File: config.mk
export PLATFORM = sky130hd
export DESIGN_NAME = uart_tx_framed
export DESIGN_NICKNAME = d
export VERILOG_FILES = /design/src/rtl/uart_tx_framed.sv
export SDC_FILE = /design/constraint.sdc
export NUM_CORES = 1
export LEC_CHECK = 0
export BUFFER_PORTS_ARGS = -buffer_cell sky130_fd_sc_hd__buf_2
export CAP_MARGIN = 20
export CELL_PAD_IN_SITES_DETAIL_PLACEMENT = 0
export CELL_PAD_IN_SITES_GLOBAL_PLACEMENT = 1
export CORE_AREA = 5 5 86 88
export DETAILED_ROUTE_END_ITERATION = 7
export DIE_AREA = 0 0 91 93
export GPL_ROUTABILITY_DRIVEN = 0
export PLACE_DENSITY_LB_ADDON = 0.1
export SLEW_MARGIN = 10
export SYNTH_ARGS = -nofsm -noshare
export SYNTH_HDL_FRONTEND = slang
export SYNTH_SLANG_ARGS = --single-unit
File: constraint.sdc
create_clock -name clk_in -period 3.5 [get_ports clk_in]
set_clock_uncertainty 0.15 [all_clocks]
set_input_delay 0.525 -clock clk_in [delete_from_list [all_inputs] [get_ports clk_in]]
set_output_delay 0.525 -clock clk_in [all_outputs]
set_load 0.03 [all_outputs]
File: src/rtl/uart_tx_framed.sv
// UART transmitter with configurable frame (5-9 data bits, none/odd/even parity,
// 1-2 stop bits) fed by a small valid/ready FIFO; bit timing from an oversample tick.
module uart_tx_framed #(
  parameter int SAMPLE_RATE = 16,
  parameter int DATA_BITS   = 8,
  parameter int PARITY      = 0,
  parameter int STOP_BITS   = 1,
  parameter int FIFO_DEPTH  = 4
) (
  input  logic                          clk_in,
  input  logic                          rst_n_in,
  input  logic                          tick_in,
  input  logic [DATA_BITS-1:0]          data_in,
  input  logic                          valid_in,
  output logic                          ready_out,
  output logic                          tx_out,
  output logic                          busy_out,
  output logic [$clog2(FIFO_DEPTH):0]   count_out
);

  localparam int PW = $clog2(FIFO_DEPTH);
  localparam int CW = PW + 1;
  localparam int TW = $clog2(SAMPLE_RATE);
  localparam int BW = 4;

  localparam logic [CW-1:0] CNT_EMPTY = {CW{1'b0}};
  localparam logic [CW-1:0] CNT_ONE   = {{(CW-1){1'b0}}, 1'b1};
  localparam logic [CW-1:0] CNT_FULL  = CW'(FIFO_DEPTH);
  localparam logic [PW-1:0] PTR_ONE   = {{(PW-1){1'b0}}, 1'b1};
  localparam logic [TW-1:0] TICK_LAST = TW'(SAMPLE_RATE - 1);
  localparam logic [TW-1:0] TICK_ZERO = {TW{1'b0}};
  localparam logic [TW-1:0] TICK_ONE  = {{(TW-1){1'b0}}, 1'b1};
  localparam logic [BW-1:0] BIT_ZERO  = 4'd0;
  localparam logic [BW-1:0] BIT_ONE   = 4'd1;
  localparam logic [BW-1:0] LAST_DATA = BW'(DATA_BITS - 1);
  localparam logic [BW-1:0] LAST_STOP = BW'(STOP_BITS - 1);

  typedef enum logic [2:0] {
    ST_IDLE   = 3'd0,
    ST_START  = 3'd1,
    ST_DATA   = 3'd2,
    ST_PARITY = 3'd3,
    ST_STOP   = 3'd4
  } state_t;

  // Odd parity makes the total count of ones (data + parity) odd.
  function automatic logic frame_parity(input logic [DATA_BITS-1:0] d);
    if (PARITY == 1) begin
      return ~(^d);
    end else begin
      return ^d;
    end
  endfunction

  logic [DATA_BITS-1:0] fifo_mem_r [FIFO_DEPTH];
  logic [PW-1:0]        wr_ptr_r;
  logic [PW-1:0]        rd_ptr_r;
  logic [CW-1:0]        count_r;
  logic [CW-1:0]        count_next_s;
  logic                 ready_r;
  logic                 push_s;
  logic                 pop_s;

  state_t               state_r;
  state_t               state_next_s;
  logic [TW-1:0]        tick_cnt_r;
  logic [BW-1:0]        bit_idx_r;
  logic [DATA_BITS-1:0] shift_r;
  logic [DATA_BITS-1:0] shift_next_s;
  logic                 par_r;
  logic                 par_next_s;
  logic                 tick_end_s;
  logic                 tx_r;
  logic                 tx_next_s;
  logic                 busy_r;
  logic                 busy_next_s;

  assign push_s     = valid_in && ready_r;
  assign tick_end_s = tick_in && (tick_cnt_r == TICK_LAST);

  // FIFO occupancy after this cycle's push/pop.
  always_comb begin
    count_next_s = count_r;
    case ({push_s, pop_s})
      2'b10:   count_next_s = count_r + CNT_ONE;
      2'b01:   count_next_s = count_r - CNT_ONE;
      default: count_next_s = count_r;
    endcase
  end

  // FIFO storage; data is captured only at push.
  always_ff @(posedge clk_in) begin
    if (push_s) begin
      fifo_mem_r[wr_ptr_r] <= data_in;
    end
  end

  // FIFO pointers, occupancy and registered ready.
  always_ff @(posedge clk_in or negedge rst_n_in) begin
    if (!rst_n_in) begin
      wr_ptr_r <= {PW{1'b0}};
      rd_ptr_r <= {PW{1'b0}};
      count_r  <= CNT_EMPTY;
      ready_r  <= 1'b1;
    end else begin
      if (push_s) begin
        wr_ptr_r <= wr_ptr_r + PTR_ONE;
      end
      if (pop_s) begin
        rd_ptr_r <= rd_ptr_r + PTR_ONE;
      end
      count_r <= count_next_s;
      ready_r <= (count_next_s != CNT_FULL);
    end
  end

  // FSM state register.
  always_ff @(posedge clk_in or negedge rst_n_in) begin
    if (!rst_n_in) begin
      state_r <= ST_IDLE;
    end else begin
      state_r <= state_next_s;
    end
  end

  // FSM next state; a pop at end of STOP chains frames with no idle gap.
  always_comb begin
    state_next_s = state_r;
    pop_s        = 1'b0;
    case (state_r)
      ST_IDLE: begin
        if (count_r != CNT_EMPTY) begin
          pop_s        = 1'b1;
          state_next_s = ST_START;
        end else begin
          state_next_s = ST_IDLE;
        end
      end
      ST_START: begin
        if (tick_end_s) begin
          state_next_s = ST_DATA;
        end else begin
          state_next_s = ST_START;
        end
      end
      ST_DATA: begin
        if (tick_end_s && (bit_idx_r == LAST_DATA)) begin
          state_next_s = (PARITY != 0) ? ST_PARITY : ST_STOP;
        end else begin
          state_next_s = ST_DATA;
        end
      end
      ST_PARITY: begin
        if (tick_end_s) begin
          state_next_s = ST_STOP;
        end else begin
          state_next_s = ST_PARITY;
        end
      end
      ST_STOP: begin
        if (tick_end_s && (bit_idx_r == LAST_STOP)) begin
          if (count_r != CNT_EMPTY) begin
            pop_s        = 1'b1;
            state_next_s = ST_START;
          end else begin
            state_next_s = ST_IDLE;
          end
        end else begin
          state_next_s = ST_STOP;
        end
      end
      default: state_next_s = ST_IDLE;
    endcase
  end

  // Outputs computed from next state so tx_out/busy_out come straight off flops.
  always_comb begin
    shift_next_s = shift_r;
    par_next_s   = par_r;
    tx_next_s    = 1'b1;
    if (pop_s) begin
      shift_next_s = fifo_mem_r[rd_ptr_r];
      par_next_s   = frame_parity(fifo_mem_r[rd_ptr_r]);
    end else if (tick_end_s && (state_r == ST_DATA)) begin
      shift_next_s = {1'b0, shift_r[DATA_BITS-1:1]};
    end else begin
      shift_next_s = shift_r;
    end
    case (state_next_s)
      ST_IDLE:   tx_next_s = 1'b1;
      ST_START:  tx_next_s = 1'b0;
      ST_DATA:   tx_next_s = shift_next_s[0];
      ST_PARITY: tx_next_s = par_next_s;
      ST_STOP:   tx_next_s = 1'b1;
      default:   tx_next_s = 1'b1;
    endcase
    busy_next_s = (state_next_s != ST_IDLE) || (count_next_s != CNT_EMPTY);
  end

  // Bit timing counters, shift register and registered line outputs.
  always_ff @(posedge clk_in or negedge rst_n_in) begin
    if (!rst_n_in) begin
      tick_cnt_r <= TICK_ZERO;
      bit_idx_r  <= BIT_ZERO;
      shift_r    <= {DATA_BITS{1'b0}};
      par_r      <= 1'b0;
      tx_r       <= 1'b1;
      busy_r     <= 1'b0;
    end else begin
      shift_r <= shift_next_s;
      par_r   <= par_next_s;
      tx_r    <= tx_next_s;
      busy_r  <= busy_next_s;
      if (pop_s) begin
        tick_cnt_r <= TICK_ZERO;
        bit_idx_r  <= BIT_ZERO;
      end else if (tick_end_s) begin
        tick_cnt_r <= TICK_ZERO;
        bit_idx_r  <= (state_next_s != state_r) ? BIT_ZERO : (bit_idx_r + BIT_ONE);
      end else if (tick_in && (state_r != ST_IDLE)) begin
        tick_cnt_r <= tick_cnt_r + TICK_ONE;
      end
    end
  end

  assign ready_out = ready_r;
  assign tx_out    = tx_r;
  assign busy_out  = busy_r;
  assign count_out = count_r;

endmodule

==> run_results.csv <==
group,metric,value,unit
outcome,status,"finished, final reports clean",
yosys,yosys-top-cells-area,"edfxtp_1, dfrtp_1, mux4_2",
hold_path,hold_path.class,"input port to asynchronous set/reset pin",
yosys,synthFlopType,"edfxtp_1",
die,core_area,6570,sq um
timing,final_max_slew_viol_count,0,
timing,relSlewSlack,0.539,
die,die_h,93,um
yosys,synthesis.nets,221,
grt,grt_pass1_vias,1741,
clock_network,cts_sinks,62,
finish,final_common_cell,"edfxtp_1",
grt,overflow,0,
timing,fin_crit,3.11,ns
worst_setup_path,cp_max_fo,19,
timing,max_freq,321,MHz
power,power.leakage,1.30,nW
yosys,synth_cell_types,46,
yosys,synth_top_area_frac,0.340,
placement,hpwl,3500,um
die,dieArea,8460,sq um
placement,portBuffers,17,
timing,fin_tns_setup,0,ns
yosys,ys_seq_area_frac,0.607,
worst_setup_path,crit_type,"register to register",
power,ir_drop,0.352,mV
flow_run,drv_cap,0,
route,viasPerCell,5.12,
clock_network,numCtsBuffers,9,
yosys,yosys_warnings,0,
power,sequentialPowerShare,0.447,
clock_network,cts_tree,"yes",
route,drtAntennaViolNets,0,
timing,rsz0062_at_grt,"no",
clock_network,cts-root-buf,"clkbuf_8",
clock_network,cts_buffer_depth,2,
grt,grt_max_degree,31,
yosys,synth_top_area_cell,"edfxtp_1",
grt,grt_pass1_wl,8470,um
clock_network,insertion_delay,0.34,ns
finish,final_cell_mix,"edfxtp_1, dfrtp_1, buf_2",
die,initial_utilization,0.430,
power,combinationalPowerShare,0.340,
clock_network,cts.clk_slew.worst_paths,0.07,ns
power,p_sw_frac,0.364,
die,io_pins,18,
finish,layout.nets,244,
route,wl_per_cell,16.0,um
grt,gr-usage-all-layers,0.130,
finish,fin_cells,308,
timing,setup_viol,0,
finish,diodes,0,
finish,drive_gt1_frac,0.250,
route,drc_errors,0,
clock_network,cts.repair.resized,0,
worst_setup_path,crit_path_end_kind,"register",
finish,area_delta_synth_final,11.7,%
clock_network,cts_setup_buffers,0,
timing,post-route-period-util,0.889,
route,dr.pass1.iters,4,
power,switchingPower,0.956,mW
route,via_count,1576,
yosys,synth_edf_count,32,
die,chipWidth,91,um
worst_setup_path,critPathLaunchType,"register",
worst_setup_path,critPathArrivalTime,3.23,ns
timing,tightest_slew,0.691,ns
route,wl,4920,um
yosys,syn_area,2820,sq um
power,power.density,834,nW/um^2
power,internal_power,1.67,mW
yosys,synth_cells,200,
power,p_clk_frac,0.212,
die,rows,30,
yosys,synth_seq_cells,62,
yosys,syn_area_per_cell,14.1,sq um
clock_network,ctsHoldBuffers,0,
worst_setup_path,cp.required,3.62,ns
placement,dp_cells,292,
clock_network,cts_max_level,3,
yosys,async_flop_share,0.484,
grt,antenna_found_initial,0,
timing,hold_viol,0,
route,drtIter0Drc,77,
## cell families after synthesis
logic type	Yosys count	share of synthesized area
mux	16	0.0926
buf+inv	17	0.0328
fa+ha+maj	9	0.0425
xor+xnor	16	0.0496
simple gates	53	0.102
compound gates	27	0.0735
flops	62	0.607
## synthesized netlist by cell type, types with 2 or more instances
cell type / count
dfrtp_1: 28
nand2b_1: 2
xnor2_1: 12
and3_1: 5
inv_1: 11
nor2_1: 10
edfxtp_1: 32
a21o_1: 3
nand3_1: 7
nor3b_1: 2
xor2_1: 4
mux4_2: 8
nand3b_1: 3
nand2_1: 16
a21oi_1: 3
dfstp_2: 2
clkbuf_1: 2
ha_1: 8
o21ai_2: 5
mux2i_1: 7
nor3_1: 2
o21ai_0: 4
## metal layers
layer  vias up  GRT usage  wire length (um)
li1        778          -                 -
met2        24      0.206              2420
met3         9     0.0362               153
met4         0     0.0697                80
met5         -          0                 0
met1       765      0.160              2270
## worst paths after layout
path / endpoint / start / slack, ns / cells after the start
max: busy_out / tick_cnt_r[0] / 0.39 / 12
min: busy_out / rst_n_in / 0.08 / 1
max reg2reg: busy_out / tick_cnt_r[0] / 0.39 / 12
min reg2reg: count_out[2] / count_out[2] / 0.39 / 1
max in group asynchronous: tick_cnt_r[1] / rst_n_in / 2.67 / 1
min in group clk_in: fifo_mem_r[0][4] / data_in[4] / 0.25 / 1
## registers in the layout, summed over array words and instances, names as in the netlist, 2 cells and up
signal	cells
fifo_mem_r	32
tick_cnt_r	4
rd_ptr_r	2
shift_r	8
count_out	3
bit_idx_r	4
state_r	3
wr_ptr_r	2
## metrics by stage
stage | total power, mW | setup WS, ns | utilization | hold WS [ns] | area [sq um]
5_1_grt | 2.82 | 0.181 | 0.480 | 0.133 | 3150
4_1_cts | 2.66 | 0.349 | 0.480 | 0.0871 | 3150
2_1_floorplan | 1.88 | 0.535 | - | 0.0794 | 2820
3_3_place_gp | 2.07 | 0.445 | 0.453 | 0.362 | 2970
6_report | 2.63 | 0.389 | 0.480 | 0.0804 | 3150
3_5_place_dp | 2.10 | 0.366 | 0.453 | 0.382 | 2970
## area by class of cell
| class | instances | area, sq um |
|---|---|---|
| fillers | 579 | 3410 |
| well taps | 80 | 100 |
| flip-flops and latches | 62 | 1710 |
| inverters | 12 | 57.6 |
| multi-input cells | 121 | 1020 |
| clock inverters | 7 | 56.3 |
| clock buffers | 9 | 124 |
| repair buffers | 17 | 85.1 |
## worst max-delay path: stages (launching register included)
cell and delay [ns]:
dfrtp_1 0.39, ha_1 0.25, nand4_4 0.15, or4_4 0.47
a21o_4 0.28, clkinv_8 0.11, ha_1 0.19, inv_1 0.06
fa_1 0.37, xor2_1 0.15, nor2_1 0.11, xor2_1 0.23
nand3b_1 0.14
## power by group through the flow
stage / clock network, mW / registers, mW / logic (mW)
detailed placement: 0 / 1.19 / 0.906
global route: 0.613 / 1.21 / 0.994
floorplan: 0 / 1.16 / 0.728
global placement: 0 / 1.18 / 0.882
CTS: 0.575 / 1.18 / 0.910
finish: 0.558 / 1.18 / 0.895
Note: power is estimated with default switching activity, not from simulation.
